===== config.mk =====
export PLATFORM = sky130hd
export DESIGN_NAME = alu_op_sequencer
export DESIGN_NICKNAME = d
export VERILOG_FILES = /design/src/rtl/alu_op_sequencer.sv
export SDC_FILE = /design/constraint.sdc
export NUM_CORES = 1
export LEC_CHECK = 0
export ABC_AREA = 1
export CORE_ASPECT_RATIO = 1.4
export CORE_MARGIN = 2
export CORE_UTILIZATION = 50
export DETAILED_ROUTE_END_ITERATION = 10
export HOLD_SLACK_MARGIN = 0.02
export PLACE_DENSITY = 0.73
export SLEW_MARGIN = 20
export SYNTH_ARGS = -nofsm -noshare
export SYNTH_HDL_FRONTEND = slang
export SYNTH_SLANG_ARGS = --single-unit

===== constraint.sdc =====
create_clock -name clk -period 4.8 [get_ports clk]
set_input_delay 1.2 -clock clk [delete_from_list [all_inputs] [get_ports clk]]
set_output_delay 1.2 -clock clk [all_outputs]
set_load 0.05 [all_outputs]

===== src/rtl/alu_op_sequencer.sv =====
// rtl/alu_op_sequencer.sv - multi-cycle sequencer driving bus strobes and ALU opcode for one operation at a time
module alu_op_sequencer #(
  parameter int unsigned MULDIV_CYCLES = 4,
  parameter logic [4:0]  NOP_OPCODE    = 5'b11001
) (
  input  logic       clk,
  input  logic       clear,
  input  logic       req_valid,
  output logic       req_ready,
  input  logic [4:0] req_opcode,
  input  logic [3:0] req_ra,
  input  logic [3:0] req_rb,
  input  logic [3:0] req_rz,
  output logic [3:0] rf_sel,
  output logic       gpr_out,
  output logic       gpr_in,
  output logic       y_in,
  output logic       z_in,
  output logic       zlo_out,
  output logic       zhi_out,
  output logic       lo_in,
  output logic       hi_in,
  output logic [4:0] alu_opcode,
  output logic       busy,
  output logic       done,
  output logic       err
);

  localparam logic [2:0] S_IDLE   = 3'd0;
  localparam logic [2:0] S_LOAD_Y = 3'd1;
  localparam logic [2:0] S_EXEC   = 3'd2;
  localparam logic [2:0] S_WB_LO  = 3'd3;
  localparam logic [2:0] S_WB_HI  = 3'd4;
  localparam logic [2:0] S_DONE   = 3'd5;
  localparam logic [7:0] CNT_LAST = 8'(MULDIV_CYCLES - 1);

  function automatic logic is_binary(input logic [4:0] op);
    return op inside {5'b00011, 5'b00100, 5'b00101, 5'b00110,
                      5'b00111, 5'b01000, 5'b01001, 5'b01010};
  endfunction

  function automatic logic is_unary(input logic [4:0] op);
    return op inside {5'b10000, 5'b10001};
  endfunction

  function automatic logic is_muldiv(input logic [4:0] op);
    return op inside {5'b01110, 5'b01111};
  endfunction

  logic [2:0] state_q, state_d;
  logic [4:0] op_q, op_d;
  logic [3:0] ra_q, ra_d, rb_q, rb_d, rz_q, rz_d;
  logic [7:0] cnt_q, cnt_d;
  logic       err_flag_q, err_flag_d;

  logic [3:0] rf_sel_q, rf_sel_d;
  logic       gpr_out_q, gpr_out_d, gpr_in_q, gpr_in_d;
  logic       y_in_q, y_in_d, z_in_q, z_in_d;
  logic       zlo_out_q, zlo_out_d, zhi_out_q, zhi_out_d;
  logic       lo_in_q, lo_in_d, hi_in_q, hi_in_d;
  logic [4:0] alu_opcode_q, alu_opcode_d;
  logic       busy_q, busy_d, done_q, done_d, err_q, err_d, req_ready_q, req_ready_d;

  always_comb begin
    state_d    = state_q;
    op_d       = op_q;
    ra_d       = ra_q;
    rb_d       = rb_q;
    rz_d       = rz_q;
    cnt_d      = cnt_q;
    err_flag_d = err_flag_q;
    case (state_q)
      S_IDLE: begin
        if (req_valid && req_ready_q) begin
          op_d       = req_opcode;
          ra_d       = req_ra;
          rb_d       = req_rb;
          rz_d       = req_rz;
          cnt_d      = 8'd0;
          err_flag_d = !(is_binary(req_opcode) || is_unary(req_opcode) || is_muldiv(req_opcode));
          if (err_flag_d)                state_d = S_DONE;
          else if (is_unary(req_opcode)) state_d = S_EXEC;
          else                           state_d = S_LOAD_Y;
        end
      end
      S_LOAD_Y: begin
        cnt_d   = 8'd0;
        state_d = S_EXEC;
      end
      S_EXEC: begin
        // The compare against CNT_LAST stops the count well before 8'hff, so it never wraps.
        if (is_muldiv(op_q) && cnt_q != CNT_LAST) cnt_d = cnt_q + 8'd1;
        else                                      state_d = S_WB_LO;
      end
      S_WB_LO: state_d = is_muldiv(op_q) ? S_WB_HI : S_DONE;
      S_WB_HI: state_d = S_DONE;
      S_DONE:  state_d = S_IDLE;
      default: state_d = S_IDLE;
    endcase
  end

  // Outputs are decoded from the next state so every strobe comes straight off a flop.
  always_comb begin
    rf_sel_d     = 4'd0;
    gpr_out_d    = 1'b0;
    gpr_in_d     = 1'b0;
    y_in_d       = 1'b0;
    z_in_d       = 1'b0;
    zlo_out_d    = 1'b0;
    zhi_out_d    = 1'b0;
    lo_in_d      = 1'b0;
    hi_in_d      = 1'b0;
    alu_opcode_d = NOP_OPCODE;
    busy_d       = (state_d != S_IDLE);
    done_d       = 1'b0;
    err_d        = 1'b0;
    req_ready_d  = (state_d == S_IDLE);
    case (state_d)
      S_LOAD_Y: begin
        rf_sel_d  = ra_d;
        gpr_out_d = 1'b1;
        y_in_d    = 1'b1;
      end
      S_EXEC: begin
        rf_sel_d     = rb_d;
        gpr_out_d    = 1'b1;
        alu_opcode_d = op_d;
        z_in_d       = !is_muldiv(op_d) || (cnt_d == CNT_LAST);
      end
      S_WB_LO: begin
        zlo_out_d = 1'b1;
        if (is_muldiv(op_d)) begin
          lo_in_d = 1'b1;
        end else begin
          rf_sel_d = rz_d;
          gpr_in_d = 1'b1;
        end
      end
      S_WB_HI: begin
        zhi_out_d = 1'b1;
        hi_in_d   = 1'b1;
      end
      S_DONE: begin
        done_d = 1'b1;
        err_d  = err_flag_d;
      end
      default: ;
    endcase
  end

  always_ff @(posedge clk or negedge clear) begin
    if (!clear) begin
      state_q      <= S_IDLE;
      op_q         <= 5'd0;
      ra_q         <= 4'd0;
      rb_q         <= 4'd0;
      rz_q         <= 4'd0;
      cnt_q        <= 8'd0;
      err_flag_q   <= 1'b0;
      rf_sel_q     <= 4'd0;
      gpr_out_q    <= 1'b0;
      gpr_in_q     <= 1'b0;
      y_in_q       <= 1'b0;
      z_in_q       <= 1'b0;
      zlo_out_q    <= 1'b0;
      zhi_out_q    <= 1'b0;
      lo_in_q      <= 1'b0;
      hi_in_q      <= 1'b0;
      alu_opcode_q <= NOP_OPCODE;
      busy_q       <= 1'b0;
      done_q       <= 1'b0;
      err_q        <= 1'b0;
      req_ready_q  <= 1'b1;
    end else begin
      state_q      <= state_d;
      op_q         <= op_d;
      ra_q         <= ra_d;
      rb_q         <= rb_d;
      rz_q         <= rz_d;
      cnt_q        <= cnt_d;
      err_flag_q   <= err_flag_d;
      rf_sel_q     <= rf_sel_d;
      gpr_out_q    <= gpr_out_d;
      gpr_in_q     <= gpr_in_d;
      y_in_q       <= y_in_d;
      z_in_q       <= z_in_d;
      zlo_out_q    <= zlo_out_d;
      zhi_out_q    <= zhi_out_d;
      lo_in_q      <= lo_in_d;
      hi_in_q      <= hi_in_d;
      alu_opcode_q <= alu_opcode_d;
      busy_q       <= busy_d;
      done_q       <= done_d;
      err_q        <= err_d;
      req_ready_q  <= req_ready_d;
    end
  end

  always_ff @(posedge clk) begin
    if (clear) assert ($onehot0({gpr_out_q, zlo_out_q, zhi_out_q}));
  end

  assign req_ready  = req_ready_q;
  assign rf_sel     = rf_sel_q;
  assign gpr_out    = gpr_out_q;
  assign gpr_in     = gpr_in_q;
  assign y_in       = y_in_q;
  assign z_in       = z_in_q;
  assign zlo_out    = zlo_out_q;
  assign zhi_out    = zhi_out_q;
  assign lo_in      = lo_in_q;
  assign hi_in      = hi_in_q;
  assign alu_opcode = alu_opcode_q;
  assign busy       = busy_q;
  assign done       = done_q;
  assign err        = err_q;

endmodule


# After elaboration in Yosys (flattened, before gate mapping)
# Cells that the tools add are included.
[word_totals]
register_bits = 49
output_inout_bits = 21
inputBits = 20
wordCells = 97
[classes]
mux = 33
n_reduce_logical = 16
eq_ne = 27
n_addsub = 1
[ops]
columns = ["op", "n"]
rows = [
  ["5-bit by 4-bit equality test with 1-bit output (second input constant)", 9],
  ["4-bit 2-to-1 mux", 7],
  ["8-bit case mux with 3 select lines", 1],
  ["5-bit by 3-bit equality test with 1-bit output (second input constant)", 4],
  ["8-bit 2-to-1 mux", 2],
  ["5-bit 2-to-1 mux", 3],
  ["3-bit case mux with 5 select lines", 1],
  ["1-bit 2-to-1 mux", 14],
  ["3-bit by 2-bit equality test with 1-bit output (second input constant)", 4],
  ["4-bit case mux with 3 select lines", 1],
  ["5-bit equality test (second input constant)", 2],
  ["3-bit equality test (second input constant)", 3],
  ["3-bit 2-to-1 mux", 3],
  ["8-bit by 1-bit adder with 8-bit output (second input constant)", 1],
  ["8-bit by 2-bit equality test with 1-bit output (second input constant)", 1],
  ["8-bit by 2-bit inequality test with 1-bit output (second input constant)", 1],
  ["2-bit nonzero test", 4],
  ["8-bit nonzero test", 1],
  ["3-bit by 1-bit equality test with 1-bit output (second input constant)", 2],
  ["3-bit logical NOT", 2],
  ["5-bit by 2-bit equality test with 1-bit output (second input constant)", 1],
  ["1-bit logical OR", 3],
  ["3-bit nonzero test", 1],
  ["1-bit logical AND", 2],
  ["other kinds (3)", 4],
]

# Longest topological paths before layout
# Gate-level depths: netlist of run 1.
[logic_depth]
word_depth = 10
depth_mapped = 13
depth_no_buf = 13

# Worst setup path after synthesis of run 1
# Ideal clock, no wire load.
[synth_timing]
path_kind = "input to register"
from = "input port req_opcode[3]"
to = "register busy_q (netlist: busy)"
t_arrival_ps = 2046
setup_time_ps = 116
n_path_buf = 0
slack_ps = 2638
cell_stages = 8
required_ps = 4684
path_cell_list = "nor2_1 > a31oi_4 > nor2_4 > nand2_4 > nor2_2 > inv_1 > nor2_2 > inv_1"
[synth_between]
elab_chain_cells = 8
word_cells_on_any_way = 22
cone_classes = "eq/ne: 12; mux: 4; reduce/logical: 6"
[synth_rtl]
columns = ["element", "line", "text"]
rows = [
  ["start: declaration", "10", "input logic [4:0] req_opcode,"],
  ["5-bit by 2-bit equality test with 1-bit output (tied with other cells)", "38", "return op inside {5'b00011, 5'b00100, 5'b00101, 5'b00110,"],
  ["8-bit nonzero test / 2-bit nonzero test (equally long branches)", "38, 43", ""],
  ["1-bit logical OR (2 in series)", "80", "err_flag_d = !(is_binary(req_opcode) || is_unary(req_opcode) || is_muldiv(req_opcode));"],
  ["3-bit 2-to-1 mux *", "81", "if (err_flag_d) state_d = S_DONE;"],
  ["3-bit 2-to-1 mux *", "74", "if (req_valid && req_ready_q) begin"],
  ["3-bit case mux with 5 select lines *", "72", "case (state_q)"],
  ["net state_d[0]", "50", "logic [2:0] state_q, state_d;"],
  ["3-bit nonzero test *", "114", "busy_d = (state_d != S_IDLE);"],
  ["net busy_d", "62", "logic busy_q, busy_d, done_q, done_d, err_q, err_d, req_ready_q, req_ready_d;"],
  ["end signal: assignment", "192", "busy_q <= busy_d;"],
  ["end: declaration", "62", ""],
]
# The timed path passes the listed nets; every way through them passes the cells marked *.

# Worst setup path in the final report of run 1
[layout_timing]
from = "input port req_valid"
to = "register rf_sel_q[3] (netlist: rf_sel[3])"
[layout_between]
elab_chain_cells = 7
word_cells_on_any_way = 19
cone_classes = "eq/ne: 5; mux: 12; reduce/logical: 2"
[layout_rtl]
columns = ["element", "line", "text"]
rows = [
  ["start: declaration", "8", "input logic req_valid,"],
  ["1-bit logical AND *", "74", ""],
  ["5-bit 2-to-1 mux *", "74", ""],
  ["5-bit 2-to-1 mux *", "72", ""],
  ["net op_d[3]", "51", "logic [4:0] op_q, op_d;"],
  ["5-bit by 4-bit equality test with 1-bit output", "47", "return op inside {5'b01110, 5'b01111};"],
  ["2-bit nonzero test *", "47", ""],
  ["4-bit 2-to-1 mux *", "132", "if (is_muldiv(op_d)) begin"],
  ["4-bit case mux with 3 select lines *", "118", "case (state_d)"],
  ["net rf_sel_d[3]", "56", "logic [3:0] rf_sel_q, rf_sel_d;"],
  ["end signal: assignment", "182", "rf_sel_q <= rf_sel_d;"],
  ["end: declaration", "56", ""],
]
# Marks and branches as above.

==> run_results.csv, run 1 <==
group,metric,value,unit
status,status,"complete, no violations",
synthesis,synth_cell_type_count,31,
setup_path,critPathTopFamily,"simple AND/OR/NAND/NOR gates",
setup_path,worstReg2RegEnd,"rf_sel[3]",
cts,post_cts_resized,0,
cells_and_area,drive_above_1_share,14.5,%
synthesis,yosysWarningCount,0,
place,port_buffers,40,
pwr,vdd_drop_max,336,uV
global_routing,grt_pass1_vias,1852,
global_routing,grt_pass1_wl,8140,um
die,start_util,51.5,%
cts,htree_num_levels,2,
setup_path,cpPeakStageDelay,0.53,ns
cells_and_area,nets,331,
detailed_routing,drt-total-wl,4750,um
setup_path,timing_worst_setup_path_type,"in2reg",
synthesis,synth_xor_area_share,0,%
timing,post-route-period-util,61.5,%
setup_path,r2r-start,"state_q[0]",
synthesis,mappedNetlistArea,2300,um^2
min_path,worstHoldStart,"rz_q[1]",
detailed_routing,drcViolationCount,0,
min_path,worstHoldPathType,"reg2reg",
cts,insertion_delay,0.30,ns
setup_path,cp_slowest_cell,"clkdlybuf4s50_1",
timing,tightest_slew,0.602,ns
cts,cts_buffer_depth,2,
global_routing,grt-ovfl-total,0,
setup_path,critical_path_peak_fanout,23,
die,io_pins,41,
detailed_routing,viasPerCell,4.91,
global_routing,track_usage,21.1,%
synthesis,synth_top_family_by_area,"simple AND/OR/NAND/NOR gates",
synthesis,synth-seq-area-share,53.6,%
timing,setup_viol,0,
detailed_routing,post_drt_wl_per_cell,12.7,um
synthesis,yosys.area_share.simple,34.0,%
cells_and_area,final_util,64.1,%
job,maxCapViolCount,0,
synthesis,netlist_instances,267,
synthesis,synth-seq-cells,49,
pwr,leakagePower,1.43,nW
place,postPlaceCellArea,2740,um^2
global_routing,antenna_found_initial,0,
pwr,power.total,0.00187,W
timing,slew_headroom,59.9,%
detailed_routing,ant_nets,0,
setup_path,arrival,3.14,ns
timing,finalMaxSlewViolations,0,
cts,cts.sinks,49,
setup_path,worstPathCellList,"clkdlybuf4s50_1 -> nand4_4 -> inv_2 -> nand2_1 -> nand2_2 -> nand2_2 -> nor3_2 -> nor2_2 -> nand2_1 -> nand3_1",
die,die_area,5160,um^2
synthesis,syn_avg_cell_area,8.60,um^2
timing,hold_violations,0,
cts,holdBufCountCts,0,
min_path,hold_path_depth,2,
timing,tns,0,ns
die,core,4460,um^2
synthesis,async_flop_share,100,%
synthesis,synthAdderAreaFrac,0.545,%
cells_and_area,multi_input_area,925,um^2
synthesis,synth_top_area_cell,"dfrtp_1",
die,rows,29,
die,chipWidth,61.3,um
pwr,power_density,653,nW/um^2
cts,cts_made_buffers,5,
synthesis,synth_area_leaders,"dfrtp_1, nand2_1, dfstp_2",
place,hpwlAfterDp,3530,um
cells_and_area,diodes,0,
cells_and_area,area_growth,24.5,%
synthesis,synth_top_area_share,49.0,%
timing,max_freq,339,MHz
setup_path,r2r_cells,10,
setup_path,end_kind,"flop",
cts,cts_tree,"built",
cts,cts.clk_slew.worst_paths,0.09,ns
synthesis,synthMuxAreaShare,0,%
detailed_routing,first_pass_iters,4,
die,die_h,84.2,um
setup_path,worst-path-buf-inv,2,
synthesis,synth_nets,288,
timing,holdWs,0.491,ns
detailed_routing,drt-initial-drc-count,51,
synthesis,synth_ff_type,"dfrtp_1",
synthesis,synth_compound_area_share,5.72,%
setup_path,critPathRequiredTime,4.99,ns
min_path,hold_end,"rz_q[1]",
cts,cts_root_buf,"clkbuf_8",
timing,post-route-min-period,2.95,ns
place,place.gp.congestion,0.879,
setup_path,r2r_setup_slack,2.65,ns
cts,cts_setup_buffers,0,
timing,skew,0.00456,ns
synthesis,synth_edf_count,0,
cells_and_area,final_area,2860,um^2
global_routing,grt_start_max_net_pins,50,
detailed_routing,via_count,1832,
cells_and_area,final.fill_count,392,
cells_and_area,seqCellArea,1230,um^2
setup_path,critical_path.startpoint_type,"input pin",
timing,rsz0062_at_grt,"no",
## per-stage QoR
stage          cells  setup slack, ns
6_report         373             1.85
5_1_grt          373             1.65
4_1_cts          373             1.84
3_5_place_dp     365             1.52
3_3_place_gp     365             1.57
2_1_floorplan    267             2.64
## report_power, final
| group | internal (W) | switching [W] |
|---|---|---|
| Clock | 0.000170 | 0.000131 |
| Sequential | 0.000580 | 0.0000761 |
| Combinational | 0.000294 | 0.000618 |
| Total | 0.00104 | 0.000825 |
## layout make-up
type,count,share of cell area [%]
flip-flops and latches,49,43.0
multi-input cells,184,32.3
inverters,30,3.94
clock inverters,1,1.05
repair buffers,40,13.9
clock buffers,7,3.02
well taps,62,2.71
## worst reg2reg max path, cell delays in order, from the launching register on
cell and delay [ns]:
dfrtp_1 0.44, nor2_4 0.21, nand4_4 0.35, inv_2 0.34
nand2_1 0.12, nand2_2 0.10, nand2_2 0.06, nor3_2 0.20
nor2_2 0.11, nand2_1 0.07, nand3_1 0.06
## synth_stat cells, types with 3 or more instances
master / count
o21ai_0: 6
inv_1: 25
nor2_2: 4
nor2_4: 3
inv_2: 5
nand2_1: 106
nand2_2: 5
dfstp_2: 4
o21ai_2: 3
nor2_1: 16
nand2_4: 4
nand3_1: 19
dfrtp_1: 45
## how the worst max path moves through the flow
stage	startpoint	to	slack (ns)	cells after the start
2_1_floorplan	req_opcode[3]	busy	2.64	8
3_3_place_gp	req_valid	rf_sel[0]	1.57	10
3_5_place_dp	req_valid	rf_sel[2]	1.52	10
4_1_cts	req_valid	rf_sel[2]	1.84	10
5_1_grt	req_valid	rf_sel[0]	1.65	10
6_report	req_valid	rf_sel[3]	1.85	10
## metal layers
| metal | part of all wire (%) | track usage (%) |
|---|---|---|
| met1 | 41 | 23.6 |
| met2 | 55 | 38.0 |
| met3 | 2.5 | 3.39 |
| met4 | 1.8 | 8.10 |
| met5 | 0 | 0 |
## placed cells by master (no fill, tap or decap), types with 2 or more instances in the layout
| cell | count |
|---|---|
| a21oi_1 | 2 |
| inv_2 | 5 |
| clkbuf_8 | 6 |
| nand2_2 | 5 |
| dfrtp_1 | 45 |
| dfstp_2 | 4 |
| clkdlybuf4s50_1 | 39 |
| nand2_4 | 4 |
| nand2_1 | 106 |
| o21ai_0 | 6 |
| nor2_4 | 3 |
| nor2_1 | 16 |
| or2_2 | 2 |
| o21ai_2 | 3 |
| nor2_2 | 4 |
| inv_1 | 25 |
| nand3_1 | 19 |
| o211ai_1 | 2 |
## sequential cells by signal, indices dropped and copies added (netlist names), 3 cells and up
register	cells
op_q	5
rf_sel	4
alu_opcode	5
rb_q	4
rz_q	4
cnt_q	8
ra_q	4
state_q	3
## logic make-up (layout without fill, tap and decap cells)
family                     Yosys count  count (layout)
buffers and inverters               34              78
AOI/OAI and AO/OA                   17              17
adders and majority gates            1               1
and+or+nand+nor                    166             166
DFF                                 49              49
Power figures use the tool's default switching activity.
==> run 2: changes to the inputs <==
- CORE_UTILIZATION: 50 -> 47
- PLACE_DENSITY: 0.73 -> 0.72
- clock period: 4.8 -> 2.65 ns (I/O delays scaled with it)
==> run 2 against run 1 <==
Net effect: sequential power grew 81%; first-iteration DRC count grew 39%; via count grew 0.71%; count of clock-buffer cells in the layout is the same; hold slack lost 0.29 ns; largest cell class unchanged; clock skew grew 0.0065 ns; utilization shrank 4.2 points; worst setup slack lost 1.5 ns; non-clock buffer count grew 4; combinational power grew 82%; global-route usage shrank 2.4 points; power grew 75%.
==> run_results.csv, run 2 (synthesis results as in run 1) <==
group,metric,value,unit
status,status,"complete, no violations",
place,place.gp.congestion,0.814,
detailed_routing,first_pass_iters,4,
pwr,power_density,1140,nW/um^2
place,port_buffers,40,
detailed_routing,drt-initial-drc-count,71,
die,die_area,5470,um^2
cells_and_area,area_growth,24.3,%
die,start_util,48.2,%
setup_path,cpPeakStageDelay,0.81,ns
die,chipWidth,63.1,um
cells_and_area,nets,335,
detailed_routing,post_drt_wl_per_cell,12.5,um
cts,cts_made_buffers,5,
setup_path,cp_slowest_cell,"clkdlybuf4s50_1",
pwr,switching_share,45.6,%
min_path,worstHoldPathType,"in2async",
pwr,p_seq_share,36.4,%
setup_path,critical_path_peak_fanout,3,
timing,finalMaxSlewViolations,0,
timing,setup_viol,0,
cells_and_area,final.fill_count,429,
global_routing,grt-ovfl-total,0,
timing,hold_violations,0,
setup_path,arrival,1.67,ns
die,die_h,86.7,um
cells_and_area,finalNonFillerCells,379,
timing,rsz0062_at_grt,"no",
detailed_routing,ant_nets,0,
setup_path,cp-startpoint,"req_ready",
die,io_pins,41,
cells_and_area,largest_reg_flops,8,
pwr,p_int,0.00177,W
cts,cts_root_buf,"clkbuf_8",
setup_path,r2r_setup_slack,0.77,ns
die,core,4770,um^2
cells_and_area,top_register,"cnt_q",
global_routing,track_usage,18.7,%
cts,cts.sinks,49,
cells_and_area,mostFrequentLayoutCell,"nand2_1",
setup_path,end_kind,"output pin",
timing,tightest_slew,0.510,ns
timing,post-route-period-util,88.2,%
cells_and_area,layout_common_cells,"nand2_1, dfrtp_1, clkdlybuf4s50_1, inv_1, nand3_1",
setup_path,timing_worst_setup_path_type,"reg2out",
timing,holdWs,0.199,ns
cts,cts_buffer_depth,2,
die,rows,30,
cells_and_area,final_util,59.9,%
cts,cts_tree,"built",
pwr,clock_power_share,12.6,%
setup_path,worst-path-buf-inv,1,
cts,post_cts_resized,0,
cells_and_area,drive_above_1_share,15.2,%
place,hpwlAfterDp,3690,um
cts,cts.clk_slew.worst_paths,0.09,ns
setup_path,critPathRequiredTime,1.99,ns
timing,skew,0.0111,ns
global_routing,antenna_found_initial,0,
timing,max_freq,428,MHz
timing,tns,0,ns
setup_path,worstPathCellList,"clkdlybuf4s50_1",
setup_path,critPathTopFamily,"buffers and inverters",
cts,htree_num_levels,2,
cts,holdBufCountCts,0,
job,maxCapViolCount,0,
cts,insertion_delay,0.30,ns
timing,post-route-min-period,2.34,ns
cts,cts_setup_buffers,0,
pwr,vdd_drop_max,623,uV
cells_and_area,diodes,0,
place,placed_cells,371,
global_routing,grt_pass1_wl,7990,um
detailed_routing,via_count,1845,
global_routing,grt_start_max_net_pins,23,
pwr,combinationalPowerShare,51.0,%
setup_path,critical_path.startpoint_type,"flop",
timing,slew_headroom,65.9,%
detailed_routing,viasPerCell,4.87,
detailed_routing,drt-total-wl,4720,um
pwr,leakagePower,1.44,nW
pwr,p_sw,0.00149,W
global_routing,grt_pass1_vias,1841,
detailed_routing,drcViolationCount,0,
setup_path,r2r-start,"cnt_q[0]",
[run 2: final timing paths]
kind                            endpoint  depth (start not counted)
setup reg to reg                    z_in                         13
max in group asynchronous  alu_opcode[3]                          2
setup / recovery               req_ready                          1
hold / removal                   ra_q[1]                          1
hold reg to reg                  rb_q[1]                          2
min in group clk                 rb_q[1]                          2
[run 2: area by class of cell]
type	instances	area [um^2]	share of cell area, %
clock buffers	7	76.3	2.67
clock inverters	1	5.00	0.175
inverters	30	113	3.94
multi-input cells	184	925	32.4
flip-flops and latches	49	1230	43.1
well taps	64	80.1	2.80
repair buffers	44	425	14.9
[run 2: stage by stage]
step | area (um^2) | power [W] | worst slack, ns
detailed placement | 2770 | 0.00288 | 0.189
finish | 2860 | 0.00326 | 0.314
global placement | 2770 | 0.00285 | 0.249
floorplan | 2300 | 0.00241 | 0.953
CTS | 2860 | 0.00329 | 0.295
global route | 2860 | 0.00350 | 0.279
[run 2: per-layer routing]
| layer | wire [um] | vias to the layer above | GRT usage, % |
|---|---|---|---|
| met5 | 0 | - | 0 |
| met4 | 85 | 0 | 7.27 |
| met3 | 137 | 8 | 2.86 |
| met2 | 2620 | 37 | 36.0 |
| met1 | 1880 | 877 | 20.4 |
| li1 | - | 923 | - |
[run 2: power groups by stage]
stage	Combinational, W	Sequential (W)	Clock (W)
4_1_cts	0.00168	0.00119	0.000419
5_1_grt	0.00183	0.00122	0.000453
6_report	0.00166	0.00119	0.000410
2_1_floorplan	0.000890	0.00152	0
3_3_place_gp	0.00165	0.00120	0
3_5_place_dp	0.00167	0.00120	0
==> run 3: changes to the inputs <==
- CORE_UTILIZATION: 47 -> 45
- PLACE_DENSITY: 0.72 -> 0.67
- clock period: 2.65 -> 2.7 ns (I/O delays scaled with it)
==> run 3 against run 2 <==
Net effect: die area rose by 4.2%; sequential share of layout area fell by 0.47 points; non-clock buffer count decreased by 1; final cell count decreased by 0.26%; largest cell class unchanged; highest routed layer unchanged; via count is 2.9% lower; clock power increased by 33%; clock skew is essentially flat; utilization fell by 0.74 points; power is 1.7% higher; final area grew 1.1%; count of clock-buffer cells in the layout fell by 1; global-route usage fell by 0.66 points.
==> run_results.csv, run 3 (synthesis results as in run 1) <==
group,metric,value,unit
status,status,"complete, no violations",
setup_path,critPathRequiredTime,2.03,ns
cts,cts.clk_slew.worst_paths,0.09,ns
global_routing,antenna_found_initial,0,
cells_and_area,mostFrequentLayoutCell,"nand2_1",
cells_and_area,final.fill_count,472,
cells_and_area,area_growth,25.7,%
timing,hold_violations,0,
timing,rsz0062_at_grt,"no",
global_routing,grt-ovfl-total,0,
setup_path,end_kind,"output pin",
cells_and_area,diodes,0,
place,placed_cells,370,
pwr,p_int,0.00186,W
detailed_routing,drcViolationCount,0,
detailed_routing,drt-total-wl,4690,um
pwr,p_sw,0.00146,W
cells_and_area,top_register,"cnt_q",
timing,tightest_slew,0.592,ns
cells_and_area,drive_above_1_share,15.6,%
detailed_routing,ant_nets,0,
timing,post-route-period-util,87.7,%
global_routing,grt_pass1_vias,1753,
cells_and_area,largest_reg_flops,8,
pwr,clock_power_share,16.4,%
timing,finalMaxSlewViolations,0,
pwr,p_seq_share,35.1,%
detailed_routing,drt-initial-drc-count,45,
die,die_h,88.5,um
global_routing,track_usage,18.1,%
timing,post-route-min-period,2.37,ns
setup_path,critPathTopFamily,"buffers and inverters",
pwr,power_density,1150,nW/um^2
setup_path,timing_worst_setup_path_type,"reg2out",
detailed_routing,post_drt_wl_per_cell,12.4,um
job,maxCapViolCount,0,
cts,cts_buffer_depth,2,
die,chipWidth,64.4,um
setup_path,worstPathCellList,"clkdlybuf4s50_1",
cts,post_cts_resized,0,
die,start_util,47.1,%
cts,cts.sinks,49,
timing,tns,0,ns
cts,htree_num_levels,2,
cells_and_area,nets,334,
die,rows,30,
pwr,combinationalPowerShare,48.5,%
detailed_routing,first_pass_iters,4,
timing,setup_viol,0,
setup_path,critical_path.startpoint_type,"flop",
setup_path,cp_slowest_cell,"clkdlybuf4s50_1",
timing,skew,0.0113,ns
timing,slew_headroom,60.6,%
pwr,switching_share,44.0,%
cts,cts_root_buf,"clkbuf_8",
detailed_routing,via_count,1792,
cts,cts_made_buffers,5,
cts,holdBufCountCts,0,
setup_path,critical_path_peak_fanout,3,
pwr,leakagePower,1.45,nW
cts,cts_tree,"built",
setup_path,worst-path-buf-inv,1,
pwr,vdd_drop_max,538,uV
setup_path,cpPeakStageDelay,0.81,ns
die,io_pins,41,
die,core,4880,um^2
place,place.gp.congestion,0.755,
place,port_buffers,40,
cells_and_area,layout_common_cells,"nand2_1, dfrtp_1, clkdlybuf4s50_1, inv_1, nand3_1",
timing,max_freq,422,MHz
global_routing,grt_pass1_wl,7940,um
setup_path,arrival,1.69,ns
cts,insertion_delay,0.30,ns
detailed_routing,viasPerCell,4.74,
min_path,worstHoldPathType,"in2async",
die,die_area,5700,um^2
global_routing,grt_start_max_net_pins,50,
cells_and_area,finalNonFillerCells,378,
place,hpwlAfterDp,3470,um
cts,cts_setup_buffers,0,
[run 3: metrics by stage]
step / hold slack (ns) / utilization, % / setup slack [ns] / instance area [um^2] / power, W
2_1_floorplan: 0.379 / - / 1.00 / 2300 / 0.00236
3_3_place_gp: 0.454 / 56.7 / 0.221 / 2770 / 0.00279
5_1_grt: 0.503 / 59.2 / 0.296 / 2890 / 0.00354
4_1_cts: 0.479 / 59.2 / 0.313 / 2890 / 0.00335
6_report: 0.458 / 59.2 / 0.331 / 2890 / 0.00332
3_5_place_dp: 0.457 / 56.7 / 0.160 / 2770 / 0.00280
[run 3: path summary, 6_finish.rpt]
| check | from | end | cells past startpoint | slack [ns] |
|---|---|---|---|---|
| setup / recovery | req_ready | req_ready | 1 | 0.33 |
| setup reg to reg | state_q[0] | rf_sel[2] | 10 | 0.77 |
| min in group clk | err_flag_q | err_flag_q | 2 | 0.48 |
| hold / removal | clear | ra_q[2] | 2 | 0.46 |
| hold reg to reg | err_flag_q | err_flag_q | 2 | 0.48 |
| max in group asynchronous | clear | cnt_q[6] | 2 | 1.84 |
[run 3: final cells by class]
cell class	instances	area [um^2]	share of cell area, %
clock buffers	6	82.6	2.86
clock inverters	2	37.5	1.30
inverters	30	113	3.90
multi-input cells	184	925	32.0
flip-flops and latches	49	1230	42.7
well taps	64	80.1	2.77
repair buffers	43	418	14.5
[run 3: power groups by stage]
stage	Sequential (W)	Clock, W	Combinational (W)
after CTS	0.00117	0.000549	0.00163
after floorplan	0.00149	0	0.000873
after global placement	0.00117	0	0.00162
final	0.00116	0.000545	0.00161
after detailed placement	0.00118	0	0.00163
after global routing	0.00119	0.000591	0.00176
[run 3: routing by layer]
layer / track usage, % / wire length [um]
met3: 3.05 / 126
met2: 33.0 / 2490
met1: 22.2 / 2030
met4: 4.84 / 42
met5: 0 / 0
